===== config.mk =====
export PLATFORM = sky130hd
export DESIGN_NAME = uart_rx_os16
export DESIGN_NICKNAME = d
export VERILOG_FILES = /design/src/rtl/uart_rx_os16.sv
export SDC_FILE = /design/constraint.sdc
export NUM_CORES = 1
export LEC_CHECK = 0
export ABC_AREA = 1
export BUFFER_PORTS_ARGS = -buffer_cell sky130_fd_sc_hd__buf_4
export CORE_UTILIZATION = 25
export DETAILED_ROUTE_END_ITERATION = 8
export GPL_TIMING_DRIVEN = 0
export REMOVE_ABC_BUFFERS = 1
export SLEW_MARGIN = 20
export SYNTH_ARGS = -nofsm -noshare
export SYNTH_HDL_FRONTEND = slang
export SYNTH_SLANG_ARGS = --single-unit

===== constraint.sdc =====
create_clock -name clk -period 1.71 [get_ports clk]
set_input_delay 0.342 -clock clk [delete_from_list [all_inputs] [get_ports clk]]
set_output_delay 0.342 -clock clk [all_outputs]
set_load 0.02 [all_outputs]

===== src/rtl/uart_rx_os16.sv =====
// UART receiver with 16x oversampling, 2-of-3 majority voting per bit,
// optional parity, stop-bit checking and a valid/ready word output.
module uart_rx_os16 #(
    parameter int time_frequency = 100_000_000,
    parameter int baud_rate      = 9_600,
    parameter int data_width     = 8,
    parameter int stop_width     = 2,
    parameter int parity_en      = 0,
    parameter int parity_odd     = 0
) (
    input  logic                  clk,
    input  logic                  rst_n,
    input  logic                  data_in,
    output logic [data_width-1:0] rx_out,
    output logic                  rx_valid,
    input  logic                  rx_ready,
    output logic                  fail,
    output logic                  rx_overrun,
    output logic                  busy
);

    localparam int DIV = time_frequency / (baud_rate * 16);
    localparam int PW  = (DIV > 1) ? $clog2(DIV) : 1;
    localparam logic [PW-1:0] DIV_LAST = PW'(DIV - 1);
    localparam logic PAR_ODD = (parity_odd != 0) ? 1'b1 : 1'b0;
    localparam logic [3:0] LAST_DATA = 4'(data_width - 1);
    localparam logic [3:0] LAST_STOP = 4'(stop_width - 1);

    typedef enum logic [2:0] {
        ST_IDLE   = 3'd0,
        ST_START  = 3'd1,
        ST_DATA   = 3'd2,
        ST_PARITY = 3'd3,
        ST_STOP   = 3'd4
    } state_t;

    function automatic logic parity_calc(input logic [data_width-1:0] word);
        return ^word;
    endfunction

    state_t                state_r;
    state_t                state_nxt_s;
    logic                  sync1_r;
    logic                  sync2_r;
    logic                  fill1_r;
    logic                  fill2_r;
    logic                  armed_r;
    logic [PW-1:0]         presc_r;
    logic [3:0]            tc_r;
    logic [3:0]            bit_cnt_r;
    logic                  samp7_r;
    logic                  samp8_r;
    logic [data_width-1:0] shift_r;
    logic                  perr_r;
    logic                  ferr_r;
    logic [data_width-1:0] rx_out_r;
    logic                  rx_valid_r;
    logic                  fail_r;
    logic                  overrun_r;
    logic                  busy_r;

    logic s;
    logic start_edge_s;
    logic presc_wrap_s;
    logic tick_s;
    logic decide_s;
    logic bit_end_s;
    logic maj_s;
    logic frame_done_s;
    logic frame_bad_s;
    logic load_s;

    assign s            = sync2_r;
    // armed_r means the last genuine (post-reset) synchronised sample was high
    assign start_edge_s = armed_r & ~s;
    assign presc_wrap_s = (presc_r == DIV_LAST);
    assign tick_s       = (state_r != ST_IDLE) && presc_wrap_s;
    assign decide_s     = tick_s && (tc_r == 4'd9);
    assign bit_end_s    = tick_s && (tc_r == 4'd15);
    assign maj_s        = (samp7_r & samp8_r) | (samp7_r & s) | (samp8_r & s);
    assign frame_done_s = (state_r == ST_STOP) && decide_s && (bit_cnt_r == LAST_STOP);
    assign frame_bad_s  = perr_r | ferr_r | ~maj_s;
    assign load_s       = frame_done_s && !frame_bad_s && (!rx_valid_r || rx_ready);

    // Input synchroniser and post-reset arming of the start-edge detector
    always_ff @(posedge clk or negedge rst_n) begin
        if (!rst_n) begin
            sync1_r <= 1'b1;
            sync2_r <= 1'b1;
            fill1_r <= 1'b0;
            fill2_r <= 1'b0;
            armed_r <= 1'b0;
        end else begin
            sync1_r <= data_in;
            sync2_r <= sync1_r;
            fill1_r <= 1'b1;
            fill2_r <= fill1_r;
            armed_r <= fill2_r & sync2_r;
        end
    end

    // FSM state register
    always_ff @(posedge clk or negedge rst_n) begin
        if (!rst_n) begin
            state_r <= ST_IDLE;
        end else begin
            state_r <= state_nxt_s;
        end
    end

    // FSM next-state logic
    always_comb begin
        state_nxt_s = state_r;
        case (state_r)
            ST_IDLE: begin
                if (start_edge_s) state_nxt_s = ST_START;
                else              state_nxt_s = ST_IDLE;
            end
            ST_START: begin
                if (decide_s && maj_s) state_nxt_s = ST_IDLE;
                else if (bit_end_s)    state_nxt_s = ST_DATA;
                else                   state_nxt_s = ST_START;
            end
            ST_DATA: begin
                if (bit_end_s && (bit_cnt_r == LAST_DATA))
                    state_nxt_s = (parity_en != 0) ? ST_PARITY : ST_STOP;
                else
                    state_nxt_s = ST_DATA;
            end
            ST_PARITY: begin
                if (bit_end_s) state_nxt_s = ST_STOP;
                else           state_nxt_s = ST_PARITY;
            end
            ST_STOP: begin
                if (frame_done_s) state_nxt_s = ST_IDLE;
                else              state_nxt_s = ST_STOP;
            end
            default: state_nxt_s = ST_IDLE;
        endcase
    end

    // Bit timing, sampling, shifting and per-frame error flags
    always_ff @(posedge clk or negedge rst_n) begin
        if (!rst_n) begin
            presc_r   <= {PW{1'b0}};
            tc_r      <= 4'd0;
            bit_cnt_r <= 4'd0;
            samp7_r   <= 1'b0;
            samp8_r   <= 1'b0;
            shift_r   <= {data_width{1'b0}};
            perr_r    <= 1'b0;
            ferr_r    <= 1'b0;
        end else begin
            presc_r <= ((state_nxt_s == ST_IDLE) || presc_wrap_s) ? {PW{1'b0}} : presc_r + PW'(1);
            if (state_nxt_s == ST_IDLE) tc_r <= 4'd0;
            else if (tick_s)            tc_r <= tc_r + 4'd1;
            else                        tc_r <= tc_r;
            if (state_nxt_s != state_r) bit_cnt_r <= 4'd0;
            else if (bit_end_s)         bit_cnt_r <= bit_cnt_r + 4'd1;
            else                        bit_cnt_r <= bit_cnt_r;
            if (tick_s && (tc_r == 4'd7)) samp7_r <= s;
            else                          samp7_r <= samp7_r;
            if (tick_s && (tc_r == 4'd8)) samp8_r <= s;
            else                          samp8_r <= samp8_r;
            if ((state_r == ST_DATA) && decide_s) shift_r <= {maj_s, shift_r[data_width-1:1]};
            else                                  shift_r <= shift_r;
            if (state_r == ST_IDLE) begin
                perr_r <= 1'b0;
                ferr_r <= 1'b0;
            end else if ((state_r == ST_PARITY) && decide_s) begin
                perr_r <= (maj_s != (parity_calc(shift_r) ^ PAR_ODD));
                ferr_r <= ferr_r;
            end else if ((state_r == ST_STOP) && decide_s && !maj_s) begin
                perr_r <= perr_r;
                ferr_r <= 1'b1;
            end else begin
                perr_r <= perr_r;
                ferr_r <= ferr_r;
            end
        end
    end

    // Output word handshake and status pulses
    always_ff @(posedge clk or negedge rst_n) begin
        if (!rst_n) begin
            rx_out_r   <= {data_width{1'b0}};
            rx_valid_r <= 1'b0;
            fail_r     <= 1'b0;
            overrun_r  <= 1'b0;
            busy_r     <= 1'b0;
        end else begin
            fail_r    <= frame_done_s && frame_bad_s;
            overrun_r <= frame_done_s && !frame_bad_s && rx_valid_r && !rx_ready;
            busy_r    <= (state_nxt_s != ST_IDLE);
            if (load_s) begin
                rx_out_r   <= shift_r;
                rx_valid_r <= 1'b1;
            end else if (rx_valid_r && rx_ready) begin
                rx_out_r   <= rx_out_r;
                rx_valid_r <= 1'b0;
            end else begin
                rx_out_r   <= rx_out_r;
                rx_valid_r <= rx_valid_r;
            end
        end
    end

    assign rx_out     = rx_out_r;
    assign rx_valid   = rx_valid_r;
    assign fail       = fail_r;
    assign rx_overrun = overrun_r;
    assign busy       = busy_r;

endmodule

==> impl_metrics.csv, run 1 <==
group,metric,value,unit
sta,finClkSkew,0.01454,ns
global_routing,grt_use_total,10.06,%
critical_path,slowest_stage,"dfrtp_1",
global_routing,antenna_found_initial,0,
logic_synthesis,synth.distinct_cells,34,
clocking,cts_made_buffers,5,
sta,period_share,111.5,%
critical_path,reg2reg_depth,8,
sta,worst_pin_slew,0.6323,ns
place,portBuffers,15,
logic_synthesis,synth_ff_type,"dfrtp_1",
finish,layout_common_cells,"dfrtp_1, nand2_1, inv_1, buf_4",
routing,drtIter0Drc,46,
sta,slew-limit-headroom,57.85,%
sta,fmax,524.7,MHz
flow_run,drv_cap,0,
clocking,cts.hold.buffers_added,0,
place,place_congestion,0.8240,
sta,hold_slack,0.03355,ns
critical_path,crit_fanout,4,
sta,maxSlewViolCount,0,
routing,viasPerCell,4.270,
routing,wl,5478,um
finish,syn_to_final_growth,33.88,%
floorplanning,die_w,105.5,um
floorplanning,die_h,105.5,um
critical_path,startpoint,"presc_r[8]$_DFF_PN0_",
critical_path,cp_cell_sequence,"nor2_1 > nand4_1 > buf_4 > nor3_4 > buf_6 > nand4_4 > nand2_1 > o21ai_1",
power_and_ir_drop,power_density,768.8,nW/um2
clocking,cts_tree,"done",
floorplanning,io_pins,16,
critical_path,end_kind,"flop",
critical_path,critical_path_arrival,2.11,ns
clocking,cts.sinks,50,
routing,vias,2058,
finish,final_util,34.57,%
sta,finalSetupViolCount,32,
logic_synthesis,synthTopCellsByArea,"dfrtp_1, nand2_1, inv_1",
logic_synthesis,synth_top_cell_by_area,"dfrtp_1",
finish,mostFrequentLayoutCell,"dfrtp_1",
finish,antenna_cells,0,
finish,layout-drive-gt1-share,40.75,%
clocking,clockRootBuffer,"clkbuf_8",
clocking,clkSlewWorstSetupHoldPaths,0.10,ns
place,place_hpwl,3536,um
routing,drt.antenna.violating_nets,0,
global_routing,grt_pass1_wl,8983,um
logic_synthesis,avgSynthCellArea,9.107,um2
logic_synthesis,async_reset_ff_share,100.0,%
power_and_ir_drop,vdd_drop_max,353.0,uV
floorplanning,fp-row-count,37,
sta,fin_ws,-0.1959,ns
power_and_ir_drop,p_leak,1.643,nW
status,violations,"setup timing",
sta,hold_viol,0,
logic_synthesis,synth_edf_count,0,
worst_hold_path,hold_path_class,"in2async",
global_routing,overflow,0,
global_routing,grt_pass1_vias,2023,
critical_path,reg2reg_slack,-0.20,ns
clocking,clk_path_buf_depth,2,
global_routing,grt_max_degree,51,
logic_synthesis,yosys.area.top_type_share,44.86,%
status,status,"finished, violations left",
clocking,insertion_delay,0.31,ns
logic_synthesis,postSynthCellCount,294,
critical_path,critPathKind,"reg2reg",
logic_synthesis,yosysSeqAreaShare,46.82,%
critical_path,endpoint,"rx_out[4]$_DFFE_PN0P_",
routing,wl_per_cell,11.37,um
routing,drc,0,
routing,dr.pass1.iters,4,
floorplanning,core,10370,um2
critical_path,rr_startpoint,"presc_r[8]$_DFF_PN0_",
logic_synthesis,yosys_warnings,0,
finish,fin_nets,356,
critical_path,cp-start-kind,"flop",
floorplanning,start_util,25.82,%
critical_path,crit_path_max_incr_delay,0.47,ns
critical_path,r2r-end,"rx_out[4]$_DFFE_PN0P_",
floorplanning,die-area,11130,um2
clocking,htree_levels,2,
logic_synthesis,synth_area,2678,um2
sta,finalCriticalPeriod,1.906,ns
critical_path,required,1.91,ns
sta,grt_setup_unrepaired,"yes",
logic_synthesis,ys_ff_latch,50,
==> synthesized netlist by cell type, types with 2 or more instances <==
| cell type | number |
|---|---|
| nand2_1 | 51 |
| nor2_2 | 15 |
| o21ai_2 | 2 |
| nand3_1 | 12 |
| nor2_4 | 6 |
| nor2_8 | 3 |
| a21oi_1 | 5 |
| o21ai_1 | 8 |
| nor2_1 | 18 |
| nand2_2 | 4 |
| ha_1 | 7 |
| inv_2 | 6 |
| nand4_4 | 2 |
| nand4_1 | 7 |
| inv_1 | 41 |
| o21ai_0 | 12 |
| clkinv_1 | 2 |
| nor3_1 | 9 |
| nand2_4 | 4 |
| xor2_1 | 14 |
| xnor2_1 | 4 |
| dfrtp_1 | 48 |
| nor3_2 | 2 |
| dfstp_2 | 2 |
==> per-stage QoR <==
stage / TNS, ns / setup WS (ns) / std cells / power, mW / instance area (um2)
final: -3.787 / -0.1959 / 482 / 2.756 / 3585
after global routing: -7.751 / -0.2986 / 482 / 2.905 / 3585
after CTS: -3.560 / -0.1591 / 469 / 2.657 / 3298
after detailed placement: -9.101 / -0.3714 / 444 / 1.723 / 2955
after global placement: -7.955 / -0.3369 / 444 / 1.710 / 2955
after floorplan: -1.121 / -0.1142 / 293 / 1.622 / 2673
==> sequential cells by signal, indices dropped and copies added, names as in the netlist, 3 cells and up <==
| signal | cells |
|---|---|
| state_r | 3 |
| presc_r | 10 |
| shift_r | 8 |
| tc_r | 4 |
| bit_cnt_r | 4 |
| rx_out | 8 |
==> routing by layer <==
metal / global-route usage, % / part of all wire [%] / vias up
li1: - / - / 1037
met1: 11.94 / 43 / 996
met2: 17.81 / 53 / 18
met3: 2.103 / 2.6 / 7
met4: 3.770 / 1.4 / 0
met5: 0 / 0 / -
==> repair_timing <==
action,CTS,global route
resized for setup,20,48
pin swaps,20,21
endpoints found under the setup margin,39,40
setup buffers,16,11
cloned,1,2
hold endpoints to repair,0,0
==> worst max-delay path, delay by kind of cell, from the launching register on <==
kind	cells	cell delay [ns]
AO/OA/AOI/OAI	1	0.06
flip-flops	1	0.47
buffers and inverters	2	0.35
AND/OR/NAND/NOR	5	0.93
==> cell type report <==
type	instances	area, um2
Multi-Input combinational cell	197	1524
Fill cell	1034	6785
Clock buffer	5	68.82
Clock inverter	3	47.55
Tap cell	136	170.2
Timing Repair Buffer	42	334.1
Sequential cell	50	1256
Inverter	49	183.9
==> report_power, final <==
group	switching, mW	internal (mW)
combinational	0.340	0.242
clock	0.413	0.444
sequential	0.0720	1.24
total	0.826	1.93
==> how the worst min path moves through the flow <==
stage	cells past startpoint	start	slack (ns)	end
floorplan	0	rst_n	0.05	armed_r$_DFF_PN0_
CTS	1	rst_n	0.06	presc_r[0]$_DFF_PN0_
global route	1	rst_n	0.1	bit_cnt_r[3]$_DFFE_PN0P_
detailed placement	0	fill1_r$_DFF_PN0_	0.34	fill2_r$_DFF_PN0_
finish	1	rst_n	0.03	presc_r[6]$_DFF_PN0_
global placement	0	fill1_r$_DFF_PN0_	0.33	fill2_r$_DFF_PN0_
==> cell families (layout without fill, tap and decap cells) <==
group | count (synthesis) | in the layout | share of synthesized area, %
buf+inv | 50 | 99 | 7.056
simple gates | 137 | 140 | 30.28
xor+xnor | 18 | 18 | 5.888
fa+ha+maj | 7 | 7 | 3.271
other cells | 1 | 1 | 0.1401
flops | 50 | 50 | 46.82
compound gates | 31 | 31 | 6.543
No activity file was read; power rests on OpenSTA's default activity.
==> run 2: changes to the inputs <==
==> constraint.sdc (replaced) <==
create_clock -name clk -period 2.2 [get_ports clk]
set_input_delay 0.44 -clock clk [delete_from_list [all_inputs] [get_ports clk]]
set_output_delay 0.44 -clock clk [all_outputs]
set_load 0.02 [all_outputs]
==> impl_metrics.csv, run 2 (same netlist as run 1, synthesis figures left out) <==
group,metric,value,unit
clocking,clockRootBuffer,"clkbuf_8",
global_routing,overflow,0,
sta,fmax,490.6,MHz
power_and_ir_drop,internal-power,1.416,mW
critical_path,cp_cell_sequence,"inv_1 > ha_1 > nand2_2 > nor2_8 > nand4_4 > inv_2 > nand3_1 > nand2_1 > nand2_2 > nor2_8 > nand2_4 > nand2_8 > nor2_2",
sta,finalSetupTns,0,ns
sta,maxSlewViolCount,0,
floorplanning,die-area,11130,um2
floorplanning,io_pins,16,
floorplanning,fp-row-count,37,
finish,layout-drive-gt1-share,24.21,%
critical_path,crit_path_max_incr_delay,0.45,ns
power_and_ir_drop,p_leak,1.411,nW
critical_path,end_kind,"flop",
finish,regMostFlops,"presc_r",
sta,finClkSkew,0.01525,ns
routing,drc,0,
place,dp.cells,444,
clocking,clk_path_buf_depth,2,
floorplanning,core,10370,um2
global_routing,grt_pass1_wl,8314,um
routing,wl,4604,um
clocking,htree_levels,2,
global_routing,grt_use_total,9.346,%
power_and_ir_drop,swShare,28.67,%
critical_path,critPathKind,"reg2reg",
clocking,cts_made_buffers,5,
critical_path,slowest_stage,"dfrtp_2",
sta,period_share,92.65,%
finish,layout_common_cells,"nand2_1, dfrtp_1, inv_1, nor2_1, buf_4",
clocking,clkSlewWorstSetupHoldPaths,0.10,ns
finish,final_util,29.89,%
power_and_ir_drop,pwr-share-comb,14.9,%
floorplanning,start_util,25.82,%
floorplanning,die_h,105.5,um
routing,dr.pass1.iters,4,
clocking,cts_tree,"done",
place,portBuffers,15,
place,place_hpwl,3536,um
power_and_ir_drop,p_sw,0.5693,mW
critical_path,crit_fanout,10,
sta,hold_viol,0,
sta,finalCriticalPeriod,2.038,ns
finish,finalNonFillerCells,454,
clocking,cts.sinks,50,
global_routing,grt_max_degree,51,
finish,mostFrequentLayoutCell,"nand2_1",
clocking,insertion_delay,0.31,ns
routing,viasPerCell,4.097,
global_routing,antenna_found_initial,0,
finish,syn_to_final_growth,15.75,%
power_and_ir_drop,pwr-share-clk,33.5,%
global_routing,grt_pass1_vias,1851,
worst_hold_path,hold_path_class,"in2async",
power_and_ir_drop,seqPwrFrac,51.6,%
critical_path,critical_path_arrival,2.23,ns
flow_run,drv_cap,0,
critical_path,cp-start-kind,"flop",
finish,antenna_cells,0,
routing,vias,1860,
sta,hold_slack,0.1299,ns
place,place_congestion,0.8240,
floorplanning,die_w,105.5,um
critical_path,required,2.40,ns
finish,fin_nets,328,
sta,finalSetupViolCount,0,
sta,worst_pin_slew,0.6292,ns
sta,slew-limit-headroom,58.05,%
power_and_ir_drop,vdd_drop_max,266.0,uV
routing,drtIter0Drc,108,
clocking,cts.hold.buffers_added,0,
power_and_ir_drop,totalPowerFinal,1.986,mW
routing,wl_per_cell,10.14,um
finish,largest_reg_flops,10,
status,status,"finished, final reports clean",
power_and_ir_drop,power_density,640.7,nW/um2
routing,drt.antenna.violating_nets,0,
run 2: layout make-up:
| type | count | area, um2 |
|---|---|---|
| fill | 1091 | 7271 |
| sequential | 50 | 1255 |
| multi-input combinational | 194 | 1246 |
| inverter | 49 | 183.9 |
| tap | 136 | 170.2 |
| timing repair buffer | 17 | 127.6 |
| clock buffer | 5 | 68.82 |
| clock inverter | 3 | 47.55 |
run 2: critical path, delay by kind of cell (launching register included):
family / cells / cell delay [ns]
AND/OR/NAND/NOR: 10 / 1.07
buffers and inverters: 2 / 0.19
flip-flops: 1 / 0.45
adder cells (fa/ha/maj): 1 / 0.22
run 2: per-stage QoR:
| step | setup WS [ns] | instance area [um2] |
|---|---|---|
| 6_report | 0.1618 | 3099 |
| 5_1_grt | -0.0001099 | 3099 |
| 4_1_cts | 0.08657 | 3072 |
| 3_5_place_dp | 0.1186 | 2955 |
| 3_3_place_gp | 0.1531 | 2955 |
| 2_1_floorplan | 0.3758 | 2673 |
run 2: final timing paths:
path	end	slack [ns]	start	depth (start not counted)
worst max-delay path	presc_r[8]$_DFF_PN0_	0.16	presc_r[0]$_DFF_PN0_	13
max in group asynchronous	state_r[0]$_DFF_PN0_	1.62	rst_n	1
worst min-delay path	presc_r[6]$_DFF_PN0_	0.13	rst_n	1
worst max register to register	presc_r[8]$_DFF_PN0_	0.16	presc_r[0]$_DFF_PN0_	13
worst min register to register	s$_DFF_PN1_	0.36	sync1_r$_DFF_PN1_	0
min in group clk	sync1_r$_DFF_PN1_	0.24	data_in	1
run 2: power groups by stage:
stage / combinational, mW / sequential (mW) / clock, mW
after floorplan: 0.226 / 1.03 / 0
after global placement: 0.292 / 1.04 / 0
after detailed placement: 0.298 / 1.04 / 0
after CTS: 0.300 / 1.02 / 0.692
after global routing: 0.334 / 1.03 / 0.735
final: 0.296 / 1.02 / 0.665
run 2: timing repair:
| item | in CTS | in global routing |
|---|---|---|
| setup buffers | 0 | 2 |
| setup endpoints to repair | 0 | 11 |
| gates resized for setup | 0 | 3 |
run 2: per-layer routing:
layer | routed length (um) | vias up | track usage [%]
met4 | 43 | 0 | 3.075
met5 | 0 | - | 0
met3 | 133 | 4 | 2.474
met2 | 2207 | 19 | 15.98
met1 | 2220 | 869 | 11.40
li1 | - | 968 | -
